### src/rtl/writeback_arbiter.sv
`default_nettype none
//------------------------------------------------------------------------------
// Module   : writeback_arbiter
// Purpose  : Shares WB_PORTS register-file/ROB writeback ports among the
//            execution functional units (0 LSU, 1 FP, 2 INT, 3 Branch).
//            Every FU result lands in a one-entry holding register; a
//            rotating-priority arbiter picks up to WB_PORTS held results per
//            cycle and registers them onto the writeback outputs.
// Ports    : clk, rst (async, active-high)
//            flush_valid                 - synchronous pipeline flush
//            fu_valid/dest/data/ticket   - per-FU result bus (packed per FU)
//            fu_ready                    - per-FU accept (back-pressure)
//            wb_valid/dest/data/ticket   - registered writeback per port
//            wb_fu                       - source FU index per port
// Revision : 1.0 - initial release
//------------------------------------------------------------------------------
module writeback_arbiter #(
  parameter int FU_NUMBER      = 4,
  parameter int WB_PORTS       = 2,
  parameter int DATA_WIDTH     = 32,
  parameter int R_ADDR         = 6,
  parameter int ROB_INDEX_BITS = 3
) (
  input  logic                                clk,
  input  logic                                rst,
  input  logic                                flush_valid,
  input  logic [FU_NUMBER-1:0]                fu_valid,
  input  logic [FU_NUMBER*R_ADDR-1:0]         fu_dest,
  input  logic [FU_NUMBER*DATA_WIDTH-1:0]     fu_data,
  input  logic [FU_NUMBER*ROB_INDEX_BITS-1:0] fu_ticket,
  output logic [FU_NUMBER-1:0]                fu_ready,
  output logic [WB_PORTS-1:0]                 wb_valid,
  output logic [WB_PORTS*R_ADDR-1:0]          wb_dest,
  output logic [WB_PORTS*DATA_WIDTH-1:0]      wb_data,
  output logic [WB_PORTS*ROB_INDEX_BITS-1:0]  wb_ticket,
  output logic [WB_PORTS*2-1:0]               wb_fu
);

  localparam int PTR_W = 2;

  // Holding registers, one per FU
  logic [FU_NUMBER-1:0]                     hold_valid;
  logic [FU_NUMBER-1:0][R_ADDR-1:0]         hold_dest;
  logic [FU_NUMBER-1:0][DATA_WIDTH-1:0]     hold_data;
  logic [FU_NUMBER-1:0][ROB_INDEX_BITS-1:0] hold_ticket;

  logic [PTR_W-1:0] rr_ptr;
  logic [PTR_W-1:0] rr_next;

  // Arbitration results
  logic [FU_NUMBER-1:0]          grant;
  logic [WB_PORTS-1:0]           port_valid;
  logic [WB_PORTS-1:0][PTR_W-1:0] port_fu;
  logic [PTR_W-1:0]              scan_idx;
  int                            grant_cnt;

  // Rotating scan starting at rr_ptr; the n-th valid hold found takes port n.
  // The pointer moves to one past the last granted FU so it gets lowest
  // priority next cycle.
  always_comb begin
    grant     = '0;
    port_valid = '0;
    port_fu   = '0;
    rr_next   = rr_ptr;
    scan_idx  = '0;
    grant_cnt = 0;
    for (int k = 0; k < FU_NUMBER; k++) begin
      scan_idx = PTR_W'((int'(rr_ptr) + k) % FU_NUMBER);
      if (hold_valid[scan_idx] && (grant_cnt < WB_PORTS)) begin
        grant[scan_idx] = 1'b1;
        for (int p = 0; p < WB_PORTS; p++) begin
          if (p == grant_cnt) begin
            port_valid[p] = 1'b1;
            port_fu[p]    = scan_idx;
          end
        end
        rr_next   = PTR_W'((int'(scan_idx) + 1) % FU_NUMBER);
        grant_cnt = grant_cnt + 1;
      end
    end
  end

  // A hold being drained this cycle can be refilled in the same cycle, which
  // gives one result per cycle per FU. During flush every FU may drain freely
  // because whatever it presents is dropped.
  assign fu_ready = flush_valid ? {FU_NUMBER{1'b1}} : (~hold_valid | grant);

  always_ff @(posedge clk or posedge rst) begin
    if (rst) begin
      hold_valid  <= '0;
      hold_dest   <= '0;
      hold_data   <= '0;
      hold_ticket <= '0;
      rr_ptr      <= '0;
      wb_valid    <= '0;
      wb_dest     <= '0;
      wb_data     <= '0;
      wb_ticket   <= '0;
      wb_fu       <= '0;
    end else if (flush_valid) begin
      // Payload fields are left alone; only the valid bits matter after flush
      hold_valid <= '0;
      wb_valid   <= '0;
      rr_ptr     <= '0;
    end else begin
      for (int i = 0; i < FU_NUMBER; i++) begin
        if (fu_valid[i] && fu_ready[i]) begin
          hold_valid[i]  <= 1'b1;
          hold_dest[i]   <= fu_dest[i*R_ADDR +: R_ADDR];
          hold_data[i]   <= fu_data[i*DATA_WIDTH +: DATA_WIDTH];
          hold_ticket[i] <= fu_ticket[i*ROB_INDEX_BITS +: ROB_INDEX_BITS];
        end else if (grant[i]) begin
          hold_valid[i] <= 1'b0;
        end
      end
      rr_ptr <= rr_next;
      for (int p = 0; p < WB_PORTS; p++) begin
        wb_valid[p] <= port_valid[p];
        // Unfilled ports keep their stale payload to avoid needless toggling
        if (port_valid[p]) begin
          wb_dest[p*R_ADDR +: R_ADDR]                 <= hold_dest[port_fu[p]];
          wb_data[p*DATA_WIDTH +: DATA_WIDTH]         <= hold_data[port_fu[p]];
          wb_ticket[p*ROB_INDEX_BITS +: ROB_INDEX_BITS] <= hold_ticket[port_fu[p]];
          wb_fu[p*2 +: 2]                             <= port_fu[p];
        end
      end
    end
  end

endmodule
`default_nettype wire

### config.mk
export PLATFORM = sky130hd
export DESIGN_NAME = writeback_arbiter
export DESIGN_NICKNAME = d
export VERILOG_FILES = /design/src/rtl/writeback_arbiter.sv
export SDC_FILE = /design/constraint.sdc
export NUM_CORES = 1
export LEC_CHECK = 0
export ABC_AREA = 1
export CAP_MARGIN = 20
export CORE_MARGIN = 4
export CORE_UTILIZATION = 53
export DETAILED_ROUTE_END_ITERATION = 7
export PLACE_DENSITY = 0.81
export SETUP_SLACK_MARGIN = 0.4
export SLEW_MARGIN = 5
export SYNTH_ARGS = -nofsm -noshare
export SYNTH_HDL_FRONTEND = slang
export SYNTH_SLANG_ARGS = --single-unit
export TNS_END_PERCENT = 30
### constraint.sdc
create_clock -name clk -period 10.55 [get_ports clk]
set_clock_uncertainty 0.15 [all_clocks]
set_input_delay 1.055 -clock clk [delete_from_list [all_inputs] [get_ports clk]]
set_output_delay 1.055 -clock clk [all_outputs]
set_load 0.05 [all_outputs]
### Yosys cells after proc, flatten, opt, wreduce, memory -nomap -nowiden

Cells that the tools add are included.

| storage, ports and cells | value |
|---|---|
| output and inout port bits | 92 |
| register bits | 258 |
| input bits | 171 |

| operators by class | value |
|---|---|
| reductions and logical operators | 25 |
| add/sub/neg operators | 8 |
| magnitude comparators | 13 |
| equality and inequality tests | 3 |
| bitwise logic cells | 6 |
| multiplexer cells | 71 |

Operators by type and width:

| kind | number |
|---|---|
| $bmux W32 S2 | 2 |
| $mux W32 | 4 |
| $eq A2 B32 Y1 const A | 3 |
| $logic_not A32 Y1 | 3 |
| $lt A32 B3 Y1 const B | 3 |
| $add A32 B2 Y32 const B | 2 |
| $mux W4 | 9 |
| $mux W2 | 16 |
| $bmux W6 S2 | 2 |
| $mux W1 | 24 |
| $lt A2 B3 Y1 const B | 6 |
| $or A4 B4 Y4 | 4 |
| $bmux W3 S2 | 2 |
| $mux W6 | 2 |
| $reduce_and A2 Y1 | 6 |
| $reduce_bool A3 Y1 | 4 |
| $logic_and A1 B1 Y1 | 11 |
| $add A2 B1 Y2 const B | 4 |
| $bmux W1 S2 | 4 |
| $demux W1 S2 | 4 |
| $ge A2 B1 Y1 const B | 4 |
| $mux W3 | 2 |
| $reduce_bool A5 Y1 | 1 |
| $add A2 B2 Y2 const B | 2 |
| other kinds (2) | 2 |

### Longest topological paths before layout

Gate-level depths: netlist of run 1.

| depth | value |
|---|---|
| depth after elaboration | 17 |
| depth in mapped cells | 22 |
| depth with buffers taken out | 19 |

### Worst setup path after synthesis of run 1

Ideal clock, no wire load.

| timing path | value |
|---|---|
| path kind | reg-to-output |
| from | register rr_ptr[0] |
| to | output fu_ready[1] |
| path slack | 6113 ps |
| arrival time | 3232 ps |
| stages on the path, launching flop included | 14 |
| path buffers | 2 |
| data required time | 9345 ps |
| cells stage by stage | dfrtp_1 -> inv_2 -> buf_6 -> ha_1 -> inv_1 -> nand2_1 -> nand2_1 -> ha_1 -> inv_1 -> nand3_1 -> fa_1 -> nand3_4 -> o2111ai_2 -> clkbuf_1 |

| between the ends | value |
|---|---|
| word-level cells in the longest chain between the ends | 14 |
| elaborated cells between the ends (all ways) | 51 |
| those cells by class | add/sub: 5; order compare: 11; mux: 24; bitwise: 4; reduce/logical: 7 |

Ends and longest elaborated chain:

| element | line | RTL |
|---|---|---|
| start: declaration | 47 | `logic [PTR_W-1:0] rr_ptr;` |
| start signal: assignment | 116 | `rr_ptr <= rr_next;` |
| $bmux W1 S2 | 69 | `if (hold_valid[scan_idx] && (grant_cnt < WB_PORTS)) begin` |
| $mux W1 (not written as such) | 69 |  |
| $mux W1 | 69 |  |
| $lt A32 B3 Y1 | 69 |  |
| $logic_and A1 B1 Y1 | 69 |  |
| $mux W32 | 69 |  |
| $lt A32 B3 Y1 | 69 |  |
| $logic_and A1 B1 Y1 | 69 |  |
| $mux W32 | 69 |  |
| $lt A32 B3 Y1 | 69 |  |
| $logic_and A1 B1 Y1 | 69 |  |
| $mux W4 (*) | 69 |  |
| $or A4 B4 Y4 (*) | 86 | `assign fu_ready = flush_valid ? {FU_NUMBER{1'b1}} : (~hold_valid \| grant);` |
| $mux W4 (*) | 86 |  |
| end: declaration | 31 | `output logic [FU_NUMBER-1:0] fu_ready,` |

Mark *: on every way between the ends. The rest lies on a longest branch, timed or not. The select of a mux whose other input is x is not followed.

### Worst setup path after layout of run 1

| timing path | value |
|---|---|
| from | register rr_ptr[0] |
| to | register wb_data[27] |

| between the ends | value |
|---|---|
| word-level cells in the longest chain between the ends | 14 |
| elaborated cells between the ends (all ways) | 42 |
| those cells by class | add/sub: 5; order compare: 3; mux: 27; reduce/logical: 7 |

Ends and longest elaborated chain:

| element | line | RTL |
|---|---|---|
| $bmux W1 S2 | 69 |  |
| $mux W1 (not written as such) | 69 |  |
| $mux W1 | 69 |  |
| $lt A32 B3 Y1 | 69 |  |
| $logic_and A1 B1 Y1 | 69 |  |
| $mux W32 | 69 |  |
| $lt A32 B3 Y1 | 69 |  |
| $logic_and A1 B1 Y1 | 69 |  |
| $mux W32 | 69 |  |
| $lt A32 B3 Y1 / $logic_not A32 Y1 (equally long branches) | 69, 72 |  |
| $logic_and A1 B1 Y1 / $mux W2 (equally long branches) | 69, 72 |  |
| $mux W4 | 69 |  |
| $bmux W32 S2 | 122 | `wb_data[p*DATA_WIDTH +: DATA_WIDTH] <= hold_data[port_fu[p]];` |
| $mux W32 (not written as such) | 122 |  |
| end signal: indexed assignment | 122 |  |
| end: declaration | 34 | `output logic [WB_PORTS*DATA_WIDTH-1:0] wb_data,` |

Parallel ways exist; a longest one is shown, timed or not. The select of a mux whose other input is x is not followed.
A chain may end at the register's enable or synchronous reset.

==> metrics.cfg, run 1 <==
[place]
io_buffers=262
place_area_mm2=0.0169
post-dp-hpwl_um=29100
dp.cells=2513
dp_slack_ns=4.78
gp_congestion=0.895

[timing]
fmax_mhz=168
finalSetupTns_ns=0
rsz0062_at_grt=no
setup_viol=0
period_needed_ns=5.94
relSlewSlack=0.247
timing.final.ws_setup_ns=4.61
worst-slew-pin-transition_ns=1.13
final_hold_viol_count=0
drv_slew=0
min_period_over_period=0.563

[global_routing]
antenna_found_initial=3
grt_pass1_vias=14390
grt_pass1_wl_um=75900
grt_usage=0.321
overflow=0
grt_max_degree=122

[yosys]
ys_top_cells_by_area=dfrtp_1, nand2_1, nand3_1, inv_1, buf_2
ys_seq_elements=258
synth-simple-area-share=0.422
synth.top_cell.area_share=0.454
yosysWarnings=0
ys_types=30
synthMuxAreaShare=0
synth_xor_area_frac=0
synth_top_family_by_area=simple AND/OR/NAND/NOR gates
ys_seq_area_frac=0.454
synth_cells=2037
netlist_area_mm2=0.0142
synth_fa_ha_area_frac=0.0120
synth_top_cell_by_area=dfrtp_1
avgSynthCellArea_um2=6.98
synth_compound_area_frac=0.0149
syn_nets=2221

[clocking]
clkLatencyLatePin_ns=0.54
cts_tree=done
clkSinkCount=258
clk_path_buf_depth=3
cts_buffers=29
cts_hold_buffers=0
cts.reportedPaths.clkPinSlew_ns=0.06
clockRootBuffer=clkbuf_16
htreeDepth=1
cts_setup_buffers=0
ctsResizeCount=0

[floorplanning]
chipWidth_um=172
io-pin-count=263
num_rows=59
core_area_mm2=0.0262
die_h_um=172
dieArea_mm2=0.0295
start_util=0.543

[final_layout]
area_growth_pct=25.4
nFillCells=2171
nNetsFinal=2395
design_area_mm2=0.0178
mostFrequentLayoutCells=nand2_1, nand3_1, clkdlybuf4s50_1
final_common_cell=nand2_1
layout-drive-gt1-share=0.0431
layoutNonFillerInstCount=2566

[critical_path]
cp_top_family=simple AND/OR/NAND/NOR gates
path_class=flip-flop to flip-flop
crit_slowest_cell=nand2_4
crit_path_frequent_cell=nand2_1
cp-start-kind=flip-flop
slowest_delay_ns=0.87
critPathCaptureType=flip-flop
cp.arrival_ns=6.27
required_ns=10.87
crit_fanout=83
critical_path.cell_chain=inv_2 > ha_1 > inv_1 > nand2_1 > nand2_1 > ha_1 > inv_1 > nand3_1 > fa_1 > inv_1 > nor2_2 > nand3_2 > nand2_4 > nand2_4 > nand2_1 > nand3_1 > nand2_1 > nand2_1 > nand2_1
path_buf_inv=4

[flow_run]
drv_cap=0

[worst_hold_path]
hp-class=flip-flop to flip-flop

[route]
via_count=14714
firstDrtPassIters=6
drc_errors=0
drtIter0Drc=1585
ant_nets=0
drt-total-wl_um=48300
viasPerCell=5.73
wl_per_cell_um=18.8

[status]
status=completed

==> tightest hold or removal path: stages (launching register included) <==
cell and delay (ns):
dfrtp_1 0.34, nand2_1 0.05, nand2_1 0.05
==> per-layer routing <==
layer / GRT usage / wire length, um
met1: 0.430 / 18700
met2: 0.519 / 22300
met3: 0.0593 / 5350
met4: 0.131 / 1920
met5: 0 / 15
==> cell families (layout without fill, tap and decap cells) <==
group                      count (synthesis)  count (layout)
adders and majority gates                 13              13
DFF                                      258             258
AOI/OAI and AO/OA                         30              30
other                                      0               2
buffers and inverters                    329             521
and+or+nand+nor                         1407            1407
==> cells in the mapped netlist <==
cell type and count:
clkbuf_1 54, nand3_2 2, buf_1 21, nand4_1 7, nand3_1 503, o2111ai_2 4, a21oi_2 1, nand4_2 1
buf_6 9, buf_4 8, clkinv_1 2, nand2_1 874, buf_2 43, a21oi_1 7, inv_1 188, ha_1 12
nor2_2 2, o21ai_0 13, nor3_1 1, nor2_1 10, nand3_4 2, nand2_2 5, dfrtp_1 258, o31ai_1 1
a31oi_1 1, a21oi_4 1, fa_1 1, o21ai_1 1, o211ai_1 1, inv_2 4
==> worst paths after layout <==
kind / slack, ns / cells after the start / start / to
max in group asynchronous: 7.83 / 3 / rst / hold_dest[8]
min in group asynchronous: 0.90 / 2 / rst / hold_data[127]
setup / recovery: 4.61 / 19 / rr_ptr[0] / wb_data[27]
hold reg to reg: 0.32 / 2 / hold_data[61] / hold_data[61]
hold / removal: 0.32 / 2 / hold_data[61] / hold_data[61]
setup reg to reg: 4.61 / 19 / rr_ptr[0] / wb_data[27]
==> registers in the layout (all words and copies together), names as in the netlist <==
| register | count |
|---|---|
| hold_ticket | 12 |
| wb_dest | 12 |
| wb_fu | 4 |
| rr_ptr | 2 |
| wb_ticket | 6 |
| hold_data | 128 |
| hold_dest | 24 |
| hold_valid | 4 |
| wb_data | 64 |
| wb_valid | 2 |
==> through the flow <==
step | utilization | hold WS, ns
finish | 0.680 | 0.321
global route | 0.680 | 0.337
CTS | 0.679 | 0.322
detailed placement | 0.644 | 0.308
global placement | 0.642 | 0.304
floorplan | - | 0.292
==> area by class of cell <==
class | instances | area, um2 | share of cell area
diodes | 2 | 5.00 | 0.000281
clock buffers | 38 | 790 | 0.0443
clock inverters | 11 | 119 | 0.00667
inverters | 194 | 736 | 0.0413
multi-input cells | 1450 | 6510 | 0.365
flip-flops and latches | 258 | 6460 | 0.362
well taps | 335 | 419 | 0.0235
repair buffers | 278 | 2790 | 0.157
Power of run 1 is not shown: default switching activity piles up to over one toggle a cycle in this logic, so the estimate is an artifact.
==> inputs of run 2 (changes only) <==
- clock period: 10.55 -> 6 ns (I/O delays scaled with it)
==> run 2 against run 1 <==
Routed wire length is 1.4% higher. Via count is 0.51% lower. Critical path depth is 7 lower. Non-clock buffer count is 7 higher. Worst setup slack worse by 3.8 ns. Highest routed layer is now met4.
==> metrics.cfg, run 2 (same netlist as run 1, synthesis figures left out) <==
[final_layout]
nFillCells=2176  ; +0.23%
mostFrequentLayoutCells=nand2_1, nand3_1, clkdlybuf4s50_1
layout-drive-gt1-share=0.0444  ; +0.00131
nNetsFinal=2401  ; +0.25%
largest_reg_flops=128  ; unchanged
top_register=hold_data
reg_top3=hold_data (128), wb_data (64), hold_dest (24)
final_common_cell=nand2_1
area_growth_pct=25.8

[critical_path]
r2r-start=rr_ptr[0]
critPathCaptureType=output pin
path_class=flip-flop to output pin
required_ns=5.25  ; -5.62 ns
rr_worst_depth=18  ; -1
cp-endpoint=fu_ready[1]
cp-start-kind=flip-flop
crit_start=rr_ptr[0]
crit_fanout=13  ; -84%
regToRegSetupSlack_ns=0.94  ; -3.67 ns
timing.rr.end=wb_ticket[4]
cp.arrival_ns=4.43  ; -1.84 ns

[place]
post-dp-hpwl_um=30100  ; +3.5%
gp_congestion=0.860  ; -3.9%
io_buffers=262  ; unchanged

[clocking]
clk_path_buf_depth=3  ; unchanged
clockRootBuffer=clkbuf_16
clkSinkCount=258  ; unchanged
cts_buffers=28  ; -3.4%
htreeDepth=1  ; unchanged
cts_tree=done
cts.reportedPaths.clkPinSlew_ns=0.06  ; about the same
ctsResizeCount=0  ; unchanged
cts_setup_buffers=0  ; unchanged
clkLatencyLatePin_ns=0.55  ; about the same
cts_hold_buffers=0  ; unchanged

[global_routing]
overflow=0  ; unchanged
grt_usage=0.327  ; +0.00586
grt_max_degree=94  ; -23%
grt_pass1_vias=14628  ; +1.7%
grt_pass1_wl_um=77300  ; +1.8%
antenna_found_initial=1  ; -2

[route]
ant_nets=0  ; unchanged
drtIter0Drc=1557  ; -1.8%
drc_errors=0  ; unchanged
met3WireLength_um=5210  ; -2.5%
m1WireLength_um=19300  ; +2.9%
route.met2.wl_um=23000  ; +3.4%
viasPerCell=5.70  ; -0.55%
via_count=14639  ; -0.51%
wl_per_cell_um=19.1  ; +1.4%
firstDrtPassIters=6  ; unchanged
drt-total-wl_um=49000  ; +1.4%
topRoutingLayerUsed=met4

[timing]
fmax_mhz=193
setup_viol=0  ; unchanged
relSlewSlack=0.248  ; +0.00140
drv_slew=0  ; unchanged
rsz0062_at_grt=no
final_hold_viol_count=0  ; unchanged
period_needed_ns=5.18
finalSetupTns_ns=0  ; unchanged
worst-slew-pin-transition_ns=1.12  ; -0.00209 ns
min_period_over_period=0.863

[floorplanning]
die_h_um=172  ; unchanged
chipWidth_um=172  ; unchanged
io-pin-count=263  ; unchanged
num_rows=59  ; unchanged
core_area_mm2=0.0262  ; unchanged
start_util=0.543  ; unchanged
dieArea_mm2=0.0295  ; unchanged

[flow_run]
drv_cap=0  ; unchanged

[worst_hold_path]
hp-class=primary input to asynchronous set/reset pin

[status]
status=completed

## run 2: layer usage
metal	vias to the layer above	global-route usage
met5	-	0
met4	0	0.118
met3	136	0.0618
met2	908	0.533
met1	6836	0.441
li1	6759	-
## run 2: worst min path at each step
stage | from | to | slack (ns) | cells past startpoint
finish | rst | hold_dest[23] | 0.16 | 2
global route | rst | hold_dest[23] | 0.17 | 2
CTS | hold_data[31] | hold_data[31] | 0.32 | 2
detailed placement | hold_data[31] | hold_data[31] | 0.31 | 2
global placement | hold_data[17] | hold_data[17] | 0.30 | 2
floorplan | hold_data[0] | hold_data[0] | 0.29 | 2
## run 2: stage by stage
| stage | util | area [um2] | hold WS, ns | setup WS, ns | cells |
|---|---|---|---|---|---|
| after global routing | 0.682 | 17900 | 0.170 | 0.548 | 2567 |
| after floorplan | - | 14200 | 0.292 | 1.85 | 2037 |
| after detailed placement | 0.646 | 16900 | 0.308 | 1.04 | 2519 |
| final | 0.682 | 17900 | 0.164 | 0.823 | 2567 |
| after global placement | 0.646 | 16900 | 0.304 | 1.05 | 2518 |
| after CTS | 0.680 | 17800 | 0.323 | 0.818 | 2563 |
## run 2: area by class of cell
class	instances	area, um2	share of cell area
clock inverter	4	45.0	0.00252
tap	335	419	0.0234
inverter	194	732	0.0409
clock buffer	40	827	0.0462
sequential	258	6460	0.361
antenna	1	2.50	0.000140
timing repair buffer	285	2890	0.162
multi-input combinational	1450	6510	0.364
## run 2: critical path: stages (launching register included)
cell             delay [ns]
dfrtp_1                0.57
inv_2                  0.22
ha_1                   0.43
inv_1                  0.17
nand2_1                0.07
nand2_1                0.15
ha_1                   0.26
inv_1                  0.14
nand3_1                0.20
fa_1                   0.26
nand3_4                0.20
o2111ai_4              0.34
clkdlybuf4s50_1        0.87
Power of run 2 is left out for the same reason.
==> RTL change (config.mk and constraints of run 1) <==
Set the parameter `DATA_WIDTH` to 16 (it was 32).
--- a/src/rtl/writeback_arbiter.sv
+++ b/src/rtl/writeback_arbiter.sv
@@ -19,3 +19,3 @@
   parameter int WB_PORTS       = 2,
-  parameter int DATA_WIDTH     = 32,
+  parameter int DATA_WIDTH     = 16,
   parameter int R_ADDR         = 6,
Interface: changed (resized fu_data and wb_data); port bits go from 263 to 167. No check against the original RTL was run, so the function may have changed too.
==> RTL change against run 1 <==
- the flow now finishes with violations (design-rule violations)
- synthesized area is 35% lower
- wire length decreased by 37%
- register-to-register slack better by 770 ps
- worst setup slack lost 120 ps
- final area shrank 36%
- sequential cell count down 96
- first-iteration DRC count shrank 12%
Power is not shown: default switching activity piles up to over one toggle a cycle in this logic, so the estimate is an artifact.
==> RTL change: results (changes against run 1) <==
metric,value,unit,change
syn_area_per_cell,7.06,sq um,+1.1%
row_count,47,,-20%
slew_headroom,25.9,%,+1.2 points
synth_common_cells,"550 x nand2_1, 315 x nand3_1, 162 x dfrtp_1",,
drt_wl_total,30500,um,-37%
synthTopCellsByArea,"dfrtp_1 44%, nand2_1 22%, nand3_1 17%",,
utilization,68.2,%,+0.18 points
cts_resized,0,,unchanged
regToRegSetupSlack,5380,ps,+770 ps
seq-cell-share,35.3,%,-0.88 points
cp_top_family,buffers and inverters,,
route.detailed.drc,2,,+2
worstSetupEndpoint,fu_ready[3],,
cts.htree.levels,4,,+3
nMultiInputCombCells,940,,-35%
num-clock-buffers,19,,-50%
portBuffers,166,,-37%
worst-path-max-fanout,28,,-66%
synth_fp_nets,1427,,-36%
hold_end,hold_data[52]$_DFFE_PP0P_,,
wl_per_cell,18.3,um,-2.5%
drt_pass1_iterations,8,,+2
reg_top3,"hold_data: 64 flops, wb_data: 32 flops, hold_dest: 24 flops",,
whs,322,ps,+1.73 ps
nonClkBufAreaFrac,15.4,%,-0.26 points
grt_pass1_wl,48800,um,-36%
post-place-ws,4950,ps,+177 ps
antenna_cells,0,,-2
drive_gt1_share,5.82,%,+1.5 points
cp_slowest_cell,clkdlybuf4s50_1,,
outcome,finished with violations,,
fmax,0.165,GHz,-2.0%
max_stage_delay,970,ps,+100 ps
fill_cells,1469,,-32%
dpl_cell_area,10900,sq um,-35%
inverters_excl_clock,130,,-33%
gp_congestion,0.903,,+0.89%
cts_sinks,162,,-37%
worst_ep_arrival_time,4860,ps,-1410 ps
numCtsBuffers,17,,-41%
violations,design-rule violations,,
drt_iter0_drc,1401,,-12%
cts_buffer_depth,2,,-1
clkLatencyLatePin,440,ps,-100 ps
largest_register_ffs,64,,-50%
min_from,hold_data[52]$_DFFE_PP0P_,,
placedCellCount,1632,,-35%
antenna_found_initial,0,,-3
grt_max_degree,88,,-28%
rr_worst_depth,20,,+1
vias,9436,,-36%
ys_seq_area_share,43.9,%,-1.5 points
buffers_excl_clock,180,,-35%
multi_input_area_share,37.7,%,+1.2 points
grt_pass1_vias,8782,,-39%
dp_hpwl,20600,um,-29%
[RTL change: cell count changes after synthesis, sizes merged, moves of 5 or more]
cell | run 1 | this run
nand2 | 879 | 566
nand3 | 507 | 318
dfrtp | 258 | 162
inv | 192 | 130
clkbuf | 54 | 24
buf | 81 | 52
nand4 | 8 | 3
[RTL change: cells by family (layout without fill, tap and decap cells)]
kind of cell    Yosys count  count (layout)  synth area share [%]
fa+ha+maj                12              12                  1.63
simple gates            899             899                  42.3
flops                   162             162                  43.9
compound gates           29              29                  2.75
buf+inv                 206             342                  9.46
[RTL change: layer usage]
metal  GRT usage, %  up-vias  wire (um)
met4           7.65        0        616
li1               -     4376          -
met5              0        -          0
met1           47.5     4361      13600
met2           43.6      637      12600
met3           9.34       62       3700
